===== src/rtl/control_unit.sv =====
// control_unit: hardwired T-state sequencer driving every datapath strobe.
// Fetch T0..T2, then a per-opcode execute phase; outputs are a Moore decode of
// the state register and IR[31:27] (CON_FF also gates the br T6 strobes).
// Ports: Clock/clear (sync active-high), IR, CON_FF, Stop in; Run, Illegal,
// opcode and all strobes out. Reserved strobes (HI/LO/port/etc.) are held 0.
// Optional macro ILLEGAL_TRAP_EN: undefined opcodes halt with Illegal=1;
// when undefined, they run as nop and Illegal is tied 0.
module control_unit #(
  parameter logic [4:0] ADD_OP = 5'b00011
) (
  input  logic        Clock,
  input  logic        clear,
  input  logic [31:0] IR,
  input  logic        CON_FF,
  input  logic        Stop,
  output logic        Run,
  output logic        Illegal,
  output logic [4:0]  opcode,
  output logic        Read, Write, IncPC,
  output logic        Gra, Grb, Grc, Rin, Rout, BAout,
  output logic        Yin, Zin, PCin, IRin, MARin, MDRin, CONin,
  output logic        Zlowout, PCout, MDRout, Cout,
  output logic        HIin, LOin, HIout, LOout, Yout, Zhighout, MARout,
  output logic        Inportin, Inportout, Outportin, Outportout
);

  localparam logic [3:0] S_RESET = 4'd0;
  localparam logic [3:0] S_T0    = 4'd1;
  localparam logic [3:0] S_T1    = 4'd2;
  localparam logic [3:0] S_T2    = 4'd3;
  localparam logic [3:0] S_T3    = 4'd4;
  localparam logic [3:0] S_T4    = 4'd5;
  localparam logic [3:0] S_T5    = 4'd6;
  localparam logic [3:0] S_T6    = 4'd7;
  localparam logic [3:0] S_T7    = 4'd8;
  localparam logic [3:0] S_HALT  = 4'd9;

  logic [3:0] state, nxt;
  logic [4:0] op;
  logic       unused_ir;
  logic       is_ld, is_ldi, is_st, is_alu, is_imm, is_br, is_jr, is_nop, is_halt, is_undef;
  logic [3:0] done_nxt;

  assign op        = IR[31:27];
  assign unused_ir = ^IR[26:0];

  assign is_ld    = (op == 5'b00000);
  assign is_ldi   = (op == 5'b00001);
  assign is_st    = (op == 5'b00010);
  assign is_alu   = (op >= 5'b00011) && (op <= 5'b01011);
  assign is_imm   = (op >= 5'b01100) && (op <= 5'b01110);
  assign is_br    = (op == 5'b10010);
  assign is_jr    = (op == 5'b10100);
  assign is_nop   = (op == 5'b11000);
  assign is_halt  = (op == 5'b11001);
  assign is_undef = !(is_ld | is_ldi | is_st | is_alu | is_imm | is_br | is_jr | is_nop | is_halt);

  // Instruction boundary: Stop is only looked at here.
  assign done_nxt = Stop ? S_HALT : S_T0;

  always_comb begin
    nxt = state;
    case (state)
      S_RESET: nxt = S_T0;
      S_T0:    nxt = S_T1;
      S_T1:    nxt = S_T2;
      S_T2: begin
        if (is_undef) begin
`ifdef ILLEGAL_TRAP_EN
          nxt = S_HALT;
`else
          nxt = done_nxt;
`endif
        end else if (is_nop) nxt = done_nxt;
        else                 nxt = S_T3;
      end
      S_T3:    nxt = is_halt ? S_HALT : (is_jr ? done_nxt : S_T4);
      S_T4:    nxt = S_T5;
      S_T5:    nxt = (is_ldi | is_alu | is_imm) ? done_nxt : S_T6;
      S_T6:    nxt = is_br ? done_nxt : S_T7;
      S_T7:    nxt = done_nxt;
      S_HALT:  nxt = S_HALT;
      default: nxt = S_RESET;
    endcase
  end

  always_ff @(posedge Clock) begin
    if (clear) state <= S_RESET;
    else       state <= nxt;
  end

`ifdef ILLEGAL_TRAP_EN
  logic illegal_q;
  always_ff @(posedge Clock) begin
    if (clear)                         illegal_q <= 1'b0;
    else if (state == S_T2 && is_undef) illegal_q <= 1'b1;
  end
  assign Illegal = illegal_q;
`else
  assign Illegal = 1'b0;
`endif

  assign Run = (state != S_RESET) && (state != S_HALT);

  always_comb begin
    opcode = 5'b00000;
    Read = 1'b0; Write = 1'b0; IncPC = 1'b0;
    Gra = 1'b0; Grb = 1'b0; Grc = 1'b0; Rin = 1'b0; Rout = 1'b0; BAout = 1'b0;
    Yin = 1'b0; Zin = 1'b0; PCin = 1'b0; IRin = 1'b0; MARin = 1'b0; MDRin = 1'b0; CONin = 1'b0;
    Zlowout = 1'b0; PCout = 1'b0; MDRout = 1'b0; Cout = 1'b0;
    case (state)
      S_T0: begin PCout = 1'b1; MARin = 1'b1; IncPC = 1'b1; Zin = 1'b1; end
      S_T1: begin Zlowout = 1'b1; PCin = 1'b1; Read = 1'b1; MDRin = 1'b1; end
      S_T2: begin MDRout = 1'b1; IRin = 1'b1; end
      S_T3: begin
        if (is_ld | is_ldi | is_st) begin Grb = 1'b1; BAout = 1'b1; Yin = 1'b1; end
        else if (is_alu | is_imm)   begin Grb = 1'b1; Rout = 1'b1; Yin = 1'b1; end
        else if (is_br)             begin Gra = 1'b1; Rout = 1'b1; CONin = 1'b1; end
        else if (is_jr)             begin Gra = 1'b1; Rout = 1'b1; PCin = 1'b1; end
      end
      S_T4: begin
        if (is_ld | is_ldi | is_st) begin Cout = 1'b1; Zin = 1'b1; opcode = ADD_OP; end
        else if (is_alu)            begin Grc = 1'b1; Rout = 1'b1; Zin = 1'b1; opcode = op; end
        else if (is_imm) begin
          Cout = 1'b1; Zin = 1'b1;
          case (op)
            5'b01100: opcode = 5'b00011;
            5'b01101: opcode = 5'b00101;
            default:  opcode = 5'b00110;
          endcase
        end
        else if (is_br)             begin PCout = 1'b1; Yin = 1'b1; end
      end
      S_T5: begin
        if (is_ld | is_st)                 begin Zlowout = 1'b1; MARin = 1'b1; end
        else if (is_ldi | is_alu | is_imm) begin Zlowout = 1'b1; Gra = 1'b1; Rin = 1'b1; end
        else if (is_br)                    begin Cout = 1'b1; Zin = 1'b1; opcode = ADD_OP; end
      end
      S_T6: begin
        if (is_ld)                begin Read = 1'b1; MDRin = 1'b1; end
        else if (is_st)           begin Gra = 1'b1; Rout = 1'b1; MDRin = 1'b1; end
        else if (is_br && CON_FF) begin Zlowout = 1'b1; PCin = 1'b1; end
      end
      S_T7: begin
        if (is_ld)      begin MDRout = 1'b1; Gra = 1'b1; Rin = 1'b1; end
        else if (is_st) Write = 1'b1;
      end
      default: ;
    endcase
  end

  assign HIin = 1'b0;      assign LOin = 1'b0;      assign HIout = 1'b0;
  assign LOout = 1'b0;     assign Yout = 1'b0;      assign Zhighout = 1'b0;
  assign MARout = 1'b0;    assign Inportin = 1'b0;  assign Inportout = 1'b0;
  assign Outportin = 1'b0; assign Outportout = 1'b0;

endmodule


===== config.mk =====
export PLATFORM = sky130hd
export DESIGN_NAME = control_unit
export DESIGN_NICKNAME = d
export VERILOG_FILES = /design/src/rtl/control_unit.sv
export SDC_FILE = /design/constraint.sdc
export NUM_CORES = 1
export LEC_CHECK = 0
export ABC_AREA = 1
export BUFFER_PORTS_ARGS = -buffer_cell sky130_fd_sc_hd__clkbuf_2
export CAP_MARGIN = 10
export CORE_MARGIN = 3
export CORE_UTILIZATION = 38
export DETAILED_ROUTE_END_ITERATION = 10
export PLACE_DENSITY_LB_ADDON = 0.2
export RECOVER_POWER = 25
export SETUP_SLACK_MARGIN = 0.02
export SLEW_MARGIN = 20
export SYNTH_ARGS = -nofsm -noshare
export SYNTH_HDL_FRONTEND = slang
export SYNTH_SLANG_ARGS = --single-unit

===== constraint.sdc =====
create_clock -name Clock -period 1.5 [get_ports Clock]
set_input_delay 0.375 -clock Clock [delete_from_list [all_inputs] [get_ports Clock]]
set_output_delay 0.375 -clock Clock [all_outputs]
set_load 0.02 [all_outputs]

==> results list, run 1 <==
* Outcome: aborted with a tool error
- Last stage reached: 5_1_grt
- Tool Error: [ERROR DPL-0038] Utilization greater than 100%, impossible to legalize
* Synth Cell Area: 843 sq um
- After the last repair the worst path ends at an output port.
* Number of cell rows: 16
- Global placer's final weighted congestion: 0.846
- Yosys Warn Count: 0
- Starting density of the core: 41.7%
- The placed instances occupy a cell area of 1360 sq um.
* CTS Sinks: 4
- After global-route timing repair, the worst endpoint was Rout.
- I/O Pins: 74
- CTS H-Tree Depth: 1
- The cell count after synthesis came out at 153.
- DP HPWL: 2390 um
- Pin count of the biggest net entering global routing: 7
- Buffers inserted to repair hold after CTS numbered 0.
* Synthesized area per cell: 5.51 sq um
* Proportion of synthesized chip area in sequential cells: 9.50%
- Root buffer selected by CTS: sky130_fd_sc_hd__clkbuf_4
- Counting flops and latches in the post-synthesis netlist gives 4.
- Number of buffers between clock root and the deepest sink: 2
- From bottom edge to top edge, the die measures 53.1 um.
- Port Buffers: 33
* Die Wd: 53.1 um
* Distinct cells, synth: 28
- The number of clock buffers added by TritonCTS is 3.
per-stage QoR:
stage	TNS [ps]	setup WS [ps]	cells
4_1_cts	-5730	-338	262
3_5_place_dp	-5730	-394	246
3_3_place_gp	-5540	-407	246
2_1_floorplan	-220	-52.9	165
synth_stat cells (all sizes together):
cell / n / share of area (%)
a41oi: 1 / 1.9
o21ai: 9 / 5.3
nand4: 3 / 2.2
and2: 1 / 0.74
a21oi: 3 / 2.2
buf: 15 / 14
conb: 1 / 0.44
o22ai: 3 / 2.2
o21bai: 1 / 0.89
nand3: 9 / 8.0
inv: 28 / 12
a31oi: 1 / 0.74
dfxtp: 4 / 9.5
nand2: 33 / 16
nor3: 5 / 3.6
o211ai: 2 / 1.8
nand3b: 1 / 0.89
nor2: 33 / 17
kinds of logic after synthesis:
kind of cell / count (synthesis) / synth area share [%]
AND/OR/NAND/NOR: 85 / 49.0
buffers and inverters: 43 / 26.0
other: 1 / 0.445
flip-flops: 4 / 9.50
AO/OA/AOI/OAI: 20 / 15.1
what timing repair did:
item | CTS
hold endpoints to repair | 0
pin swaps | 20
setup endpoints to repair | 24
gates resized for setup | 83
buffers inserted | 13
==> inputs of run 2 (changes only) <==
--- a/config.mk
+++ b/config.mk
@@ -8,12 +8,11 @@
 export ABC_AREA = 1
 export BUFFER_PORTS_ARGS = -buffer_cell sky130_fd_sc_hd__clkbuf_2
 export CAP_MARGIN = 10
-export CORE_MARGIN = 3
-export CORE_UTILIZATION = 38
+export CORE_AREA = 3 3 64 66
 export DETAILED_ROUTE_END_ITERATION = 10
-export PLACE_DENSITY_LB_ADDON = 0.2
+export DIE_AREA = 0 0 67 69
+export PLACE_DENSITY_LB_ADDON = 0.15
 export RECOVER_POWER = 25
-export SETUP_SLACK_MARGIN = 0.02
 export SLEW_MARGIN = 20
 export SYNTH_ARGS = -nofsm -noshare
 export SYNTH_HDL_FRONTEND = slang
==> run 2 against run 1 <==
  * The flow now finishes, with violations (negative setup slack)
  * Synthesized cell count unchanged
  * Area after synthesis unchanged
==> results list, run 2 <==
* Power density of the placed cells: 392 nW/um^2
- The synthesized design spends more area on one cell type than any other, namely sky130_fd_sc_hd__nand2_1.
* Global placer's final weighted congestion: 0.798
* Hold slack final: 363 ps
- CP cell instances: inv_6, nand2_8, nor3_4, inv_2, o211ai_1, buf_4
- Top post-synthesis cells by count: 28 x sky130_fd_sc_hd__nand2_1, 26 x sky130_fd_sc_hd__nor2_1, 21 x sky130_fd_sc_hd__inv_1
- The tool flagged a number of max-cap violations equal to 0.
- Number of cells traversed by the worst register-to-register path: 11
* Share of async-settable or async-resettable flops after synthesis: 0%
- Critical path capture point type: primary output
- TritonCTS built the clock tree.
- Summing all placed instances gives a cell area of 1410 sq um.
- The first routing iteration left 48 violations.
* Proportion of synthesized chip area in sequential cells: 9.50%
* Max Clk Rate: 0.543 GHz
* Relative contribution of combinational cells to total power: 60.9%
- Number of design rule violations left after detail routing: 0
- Final min period: 1840 ps
- The count of buffers added on input and output ports is 33.
* Family with the most delay on the worst path: flip-flops
* First-pass GRT wire length: 5820 um
* Final WL: 3840 um
- Instance count of the mapped netlist: 153
- The floorplan step defined a die boundary enclosing 4620 sq um.
* Crit Path Max Fanout: 4
- Final cell utilization of the core: 62.1%
- Among all cell types in the netlist, the one instantiated most often is sky130_fd_sc_hd__nand2_1.
* Yosys Warn Count: 0
- Critical Path Start Type: flip-flop
- Synth Flop Type: sky130_fd_sc_hd__dfxtp_1
- In this run the number of H-tree levels came out at 1.
- Setup violations remaining at the end of the flow were counted as 28.
- The longest clock path from root to sink contains 2 buffers.
- Max FFs per register: 4
- Area of the core region: 3630 sq um
- Leaving out fill and tap cells, the most frequent cell in the layout is sky130_fd_sc_hd__buf_4.
* Die Wd: 67 um
- CTS buffer count: 3
- RSZ-0062 raised after global routing: yes
* Final Hold Vio Count: 0
- Setup WS post-layout: -340 ps
* Relative contribution of sequential cells to total power: 14.4%
- Switching share of total power: 40.0%
- R2R setup slack: -120 ps
* Area delta synth->final: 168%
- Number of nets in the final layout: 294
- Switching Power: 0.000353 W
- Post-route insts no fill: 304
- In the global route stage, overall resource usage came out at 15.7%.
- Longest individual stage delay on the worst path: 350 ps
- The repair_antennas step left the layout with diodes totalling 0.
- DP HPWL: 2510 um
- Entering global routing, the biggest net connects 6 pins.
- The routed layout has 1324 vias.
- Lkg Pwr: 1.10 nW
* Reg-to-reg endpoint: state[3]
- CTS saw 4 sinks.
- Worst ir drop on vdd: 278 uV
* Internal power of the cells: 0.000530 W
- The via count of the first global-routing pass came to 1307.
- Leftover overflow at the end of global routing: 0
* Detailed-route vias per instance: 4.36
* Finished Cell Area: 2260 sq um
* I/O Pins: 74
- After detailed routing, the average wire length per cell comes to 12.6 um.
* Clock transition at the register clock pins on the worst setup and hold paths after CTS: 30 ps
* Cells taking the most area after synthesis: sky130_fd_sc_hd__nand2_1 12%, sky130_fd_sc_hd__buf_4 12%, sky130_fd_sc_hd__nor2_1 12%
* Worst-case clock skew: 0.316 ps
* Register bank with the most flops: state
* First-pass detailed-route iteration total: 4
- Synth Cell Area: 843 sq um
* CTS hold repair buffers: 0
- Worst hold path type: input port to flip-flop
- The synthesized netlist contains 28 unique library cells.
* Number of flops mapped to enable cells by yosys: 0
- Worst min-delay path endpoint: state[3]
- The max-slew violation count came to 0.
* Endpoint required time on the critical path: 1120 ps
* Fraction of final layout cells sized beyond drive strength 1: 77.0%
- Number of cell rows: 22
- The synthesized design devotes to its leading area cell type 12.5% of total area.
* Die span in y: 69 um
* Final TNS setup: -5450 ps
- A synthesized cell averages 5.51 sq um.
- After synthesis the netlist holds a flip-flop and latch count of 4.
* Number of buffer and inverter instances along the worst setup path: 3
- Outcome: finished with violations
* Worst Path Arrival: 1470 ps
- The critical path is of the flip-flop to primary output type.
- The checks that failed: negative setup slack.
- Number of antenna violations at the first check in global routing: 0
* Remaining number of nets flagged by the antenna check after routing: 0
- The startpoint identified for the worst register-to-register timing path is state[3].
- For this configuration, the core starts out at a cell density of 23.2%.
- In this run, the clock network consumes 24.7% of the power.
- In this run, placement finished with an instance count of 273.
- The worst path uses 123% of the clock period.
- Among all stages on the critical path, the largest delay is contributed by sky130_fd_sc_hd__dfxtp_4.
* Root buffer selected by CTS: sky130_fd_sc_hd__clkbuf_8
- Count of cells along the worst hold path: 2
- The library cells used most frequently in the layout, excluding fill and tap cells, are 53 x sky130_fd_sc_hd__buf_4, 27 x sky130_fd_sc_hd__buf_6, 20 x sky130_fd_sc_hd__nor2_4.
- Clock latency on the worst-skew pair: 210 ps
- Largest registers: state (4)
- Hold Crit Start: clear
-- run 2: cell counts after synthesis --
No cell type changed its count.
-- run 2: repair_timing --
item | 4_1_cts | 5_1_grt
endpoints found under the setup margin | 25 | 27
resized for setup | 100 | 83
pin swaps | 24 | 24
setup buffers | 15 | 15
-- run 2: power groups by stage --
stage	combinational [W]	sequential, W	clock [W]
final	0.000538	0.000127	0.000218
after global placement	0.000345	0.000124	0
after detailed placement	0.000345	0.000124	0
after CTS	0.000449	0.000126	0.000223
after global routing	0.000574	0.000128	0.000238
after floorplan	0.000235	0.000123	0
-- run 2: worst max path at each step --
stage / from / to / cells past startpoint
after floorplan: IR[27] / Zlowout / 6
after global placement: IR[30] / Rout / 8
after detailed placement: IR[30] / Rout / 8
after CTS: IR[29] / Gra / 11
after global routing: state[0] / Rout / 8
final: state[3] / Zlowout / 6
-- run 2: routing by layer --
metal / vias up / routed length [um] / GRT usage [%]
met2: 39 / 1960 / 25.9
met5: - / 0 / 0
met4: 0 / 22 / 4.05
li1: 669 / - / -
met3: 2 / 191 / 1.63
met1: 614 / 1670 / 21.5
-- run 2: area by class of cell --
class                           count  area [sq um]
Inverter                           28           133
Fill cell                         293          1380
Multi-Input combinational cell    118           953
Clock buffer                        3          41.3
Timing Repair Buffer              103           975
Sequential cell                     4          95.1
Tap cell                           48          60.1
-- run 2: logic make-up (layout without fill, tap and decap cells) --
kind of cell / after synthesis / in the layout / synth area share, %
other: 1 / 13 / 0.445
DFF: 4 / 4 / 9.50
buffers and inverters: 43 / 134 / 26.0
AOI/OAI and AO/OA: 20 / 20 / 15.1
and+or+nand+nor: 85 / 85 / 49.0
-- run 2: per-stage QoR --
stage | setup WS, ps | power [W]
final | -340 | 0.000884
after global routing | -372 | 0.000941
after CTS | -290 | 0.000798
after detailed placement | -427 | 0.000469
after global placement | -416 | 0.000470
after floorplan | -52.6 | 0.000358
(Power assumes the default switching activity.)
==> inputs of run 3 (changes only) <==
--- a/config.mk
+++ b/config.mk
@@ -6,11 +6,11 @@
 export NUM_CORES = 1
 export LEC_CHECK = 0
 export ABC_AREA = 1
-export BUFFER_PORTS_ARGS = -buffer_cell sky130_fd_sc_hd__clkbuf_2
 export CAP_MARGIN = 10
 export CORE_AREA = 3 3 64 66
 export DETAILED_ROUTE_END_ITERATION = 10
 export DIE_AREA = 0 0 67 69
+export DONT_BUFFER_PORTS = 1
 export PLACE_DENSITY_LB_ADDON = 0.15
 export RECOVER_POWER = 25
 export SLEW_MARGIN = 20
==> constraint.sdc (replaced) <==
create_clock -name Clock -period 1.9 [get_ports Clock]
set_input_delay 0.475 -clock Clock [delete_from_list [all_inputs] [get_ports Clock]]
set_output_delay 0.475 -clock Clock [all_outputs]
set_load 0.02 [all_outputs]
==> run 3 against run 2 <==
  * The run now ends clean
  * Clock power shrank 19%
  * Register-to-register slack gained 670 ps
  * Sequential power shrank 23%
  * Worst hold slack lost 46 ps
  * Cell area shrank 51%
  * First-iteration DRC count shrank 50%
  * Flip-flop and latch count is the same
  * Die area is the same
  * Wire length shrank 32%
  * Via count shrank 28%
  * Final cell count shrank 26%
  * Core utilization shrank 32 points
==> results list, run 3 (synthesis gave the netlist of run 2 again) <==
- CTS Sinks: 4
* Post-place setup slack: -52.5 ps
- DP HPWL: 2200 um
- CP cell instances: inv_2, nand2_4, nor3_2, inv_1, o211ai_1, buf_4
* R2R setup slack: 550 ps
* CTS H-Tree Depth: 1
* Worst-case clock skew: 3.38 ps
* Fraction of the cycle the final worst path needs: 99.9%
- Lkg Pwr: 0.530 nW
* Total number of vias: 955
- The largest registers in the layout are state (4).
* Post-route insts no fill: 224
- # Max-Cap Violations: 0
* Critical Path Start Type: flip-flop
- Once the floorplan was initialized, standard cells occupied 23.2% of the core.
- Max FFs per register: 4
- The die covers 4620 sq um.
- Relative to the synthesized area, the layout overhead comes to 31.8%.
- First-pass detailed-route iteration total: 4
- Based on the critical path, the design can be clocked at up to 0.527 GHz.
* CTS tree: done
- The worst-case IR drop observed on VDD is 216 uV.
- The library cells used most frequently in the layout, excluding fill and tap cells, are 25 x sky130_fd_sc_hd__nand2_1, 23 x sky130_fd_sc_hd__buf_4, 20 x sky130_fd_sc_hd__inv_1, 20 x sky130_fd_sc_hd__nor2_1, 13 x sky130_fd_sc_hd__conb_1.
- On the critical path, the stage with the largest delay is an instance of sky130_fd_sc_hd__dfxtp_1.
* Number of antenna violations at the first check in global routing: 0
* Hold slack final: 317 ps
- Filler cell count in the final layout: 420
- In this run the standard cell core region covers 3630 sq um.
- Final WL: 2610 um
- Footprint of the multi-input gates: 646 sq um
- Cell total after placement: 217
* Iter 0 DRT Violations: 24
- Longest individual stage delay on the worst path: 320 ps
* Number of design rule violations left after detail routing: 0
* Detailed-route vias per instance: 4.26
- Number of pins with negative max-slew slack in the final report: 0
- The worst setup path is of the flip-flop to primary output kind.
* Number of nets in the final layout: 214
- Clock transition at the register clock pins on the worst setup and hold paths after CTS: 30 ps
- Setup violations remaining at the end of the flow were counted as 0.
- The repair_antennas step left the layout with diodes totalling 0.
- The post-route netlist has 37.5% of its cells at a drive strength greater than 1.
- Hold Crit Start: clear
- CTS buffer count: 3
* Count of cells along the worst hold path: 1
- Entering global routing, the biggest net connects 9 pins.
- The startpoint identified for the worst register-to-register timing path is state[3].
- Clock latency on the worst-skew pair: 220 ps
* Worst hold path type: input port to flip-flop
- The die is 67 um wide.
- Setup repair after global routing could not meet its margin everywhere.
- The longest clock path from root to sink contains 2 buffers.
- Counting flops per register, the top entry is state.
* Number of cell rows: 22
- Setup WS post-layout: 1.46 ps
* Via count of the first global-routing pass: 940
- Global routing consumed, over all layers together, 11.4% of the routing resources.
- Outcome: finished, final reports clean
* Root buffer selected by CTS: sky130_fd_sc_hd__clkbuf_8
* Reg-to-reg endpoint: state[3]
- Port buffering added 0 buffers.
* Most common cell after layout, fill and taps aside: sky130_fd_sc_hd__nand2_1
- STA puts the critical path data arrival time at 1420 ps.
* DR WL/cell: 11.7 um
* Worst min-delay path endpoint: state[3]
- In this run the remaining antenna-violating nets after routing total 0.
* Total power after layout: 0.000471 W
* First-pass GRT wire length: 4270 um
- The congestion estimate from routability-driven global placement came to 0.787.
- Final min period: 1900 ps
- Power density of the placed cells: 424 nW/um^2
- Endpoint required time on the critical path: 1420 ps
* Critical path capture point type: primary output
* Number of cells traversed by the worst register-to-register path: 8
- Final Hold Vio Count: 0
- Pin placement for this block handled 74 I/O pins.
- Summed over all layers, the global routing overflow is 0.
- In this run the worst path has a maximum fanout of 4.
* Die span in y: 69 um
- The sequential cells in the finished layout cover a total of 83.8 sq um.
-- run 3: worst max-delay path, delay by kind of cell (launching register included) --
family	cells	cell delay [ps]
buffers and inverters	3	370
flip-flops	1	320
AND/OR/NAND/NOR	2	280
AO/OA/AOI/OAI	1	220
-- run 3: power by group --
| group | switching [W] | internal (W) | leakage (nW) |
|---|---|---|---|
| logic | 0.000138 | 0.0000582 | 0.475 |
| registers | 0.00000705 | 0.0000911 | 0.0338 |
| clock network | 0.0000416 | 0.000135 | 0.0216 |
| total | 0.000187 | 0.000284 | 0.530 |
-- run 3: area by class of cell --
type	count	share of cell area, %
Timing Repair Buffer	23	15.5
Clock buffer	3	3.72
Inverter	28	9.68
Multi-Input combinational cell	118	58.1
Sequential cell	4	7.55
Tap cell	48	5.41
-- run 3: through the flow --
step | setup TNS, ps | cell area (sq um) | util (%)
6_report | 0 | 1110 | 30.6
5_1_grt | -363 | 1110 | 30.6
4_1_cts | -52.4 | 1060 | 29.1
3_5_place_dp | -94.5 | 990 | 27.2
3_3_place_gp | -109 | 990 | 27.2
2_1_floorplan | 0 | 901 | -
-- run 3: worst max-delay path by stage --
stage                        start      end  slack, ps  cells after the start
after floorplan             IR[31]    MARin         20                      6
final                     state[3]  Zlowout          1                      6
after detailed placement    IR[30]  Zlowout        -50                      6
after global routing        IR[29]  Zlowout        -70                      6
after CTS                 state[3]      Yin        -30                      6
after global placement      IR[30]  Zlowout        -60                      6
-- run 3: layer usage --
metal	vias to the layer above	part of all wire, %	GRT usage (%)
li1	502	-	-
met1	414	43	14.0
met2	37	46	18.9
met3	2	10	4.40
met4	0	0.46	2.03
met5	-	0	0
-- run 3: repair_timing --
| item | in CTS | in global routing |
|---|---|---|
| setup endpoints to repair | 8 | 15 |
| buffers inserted | 0 | 4 |
| pin swaps | 2 | 7 |
| hold buffers | 0 | 0 |
| gates resized for setup | 8 | 10 |
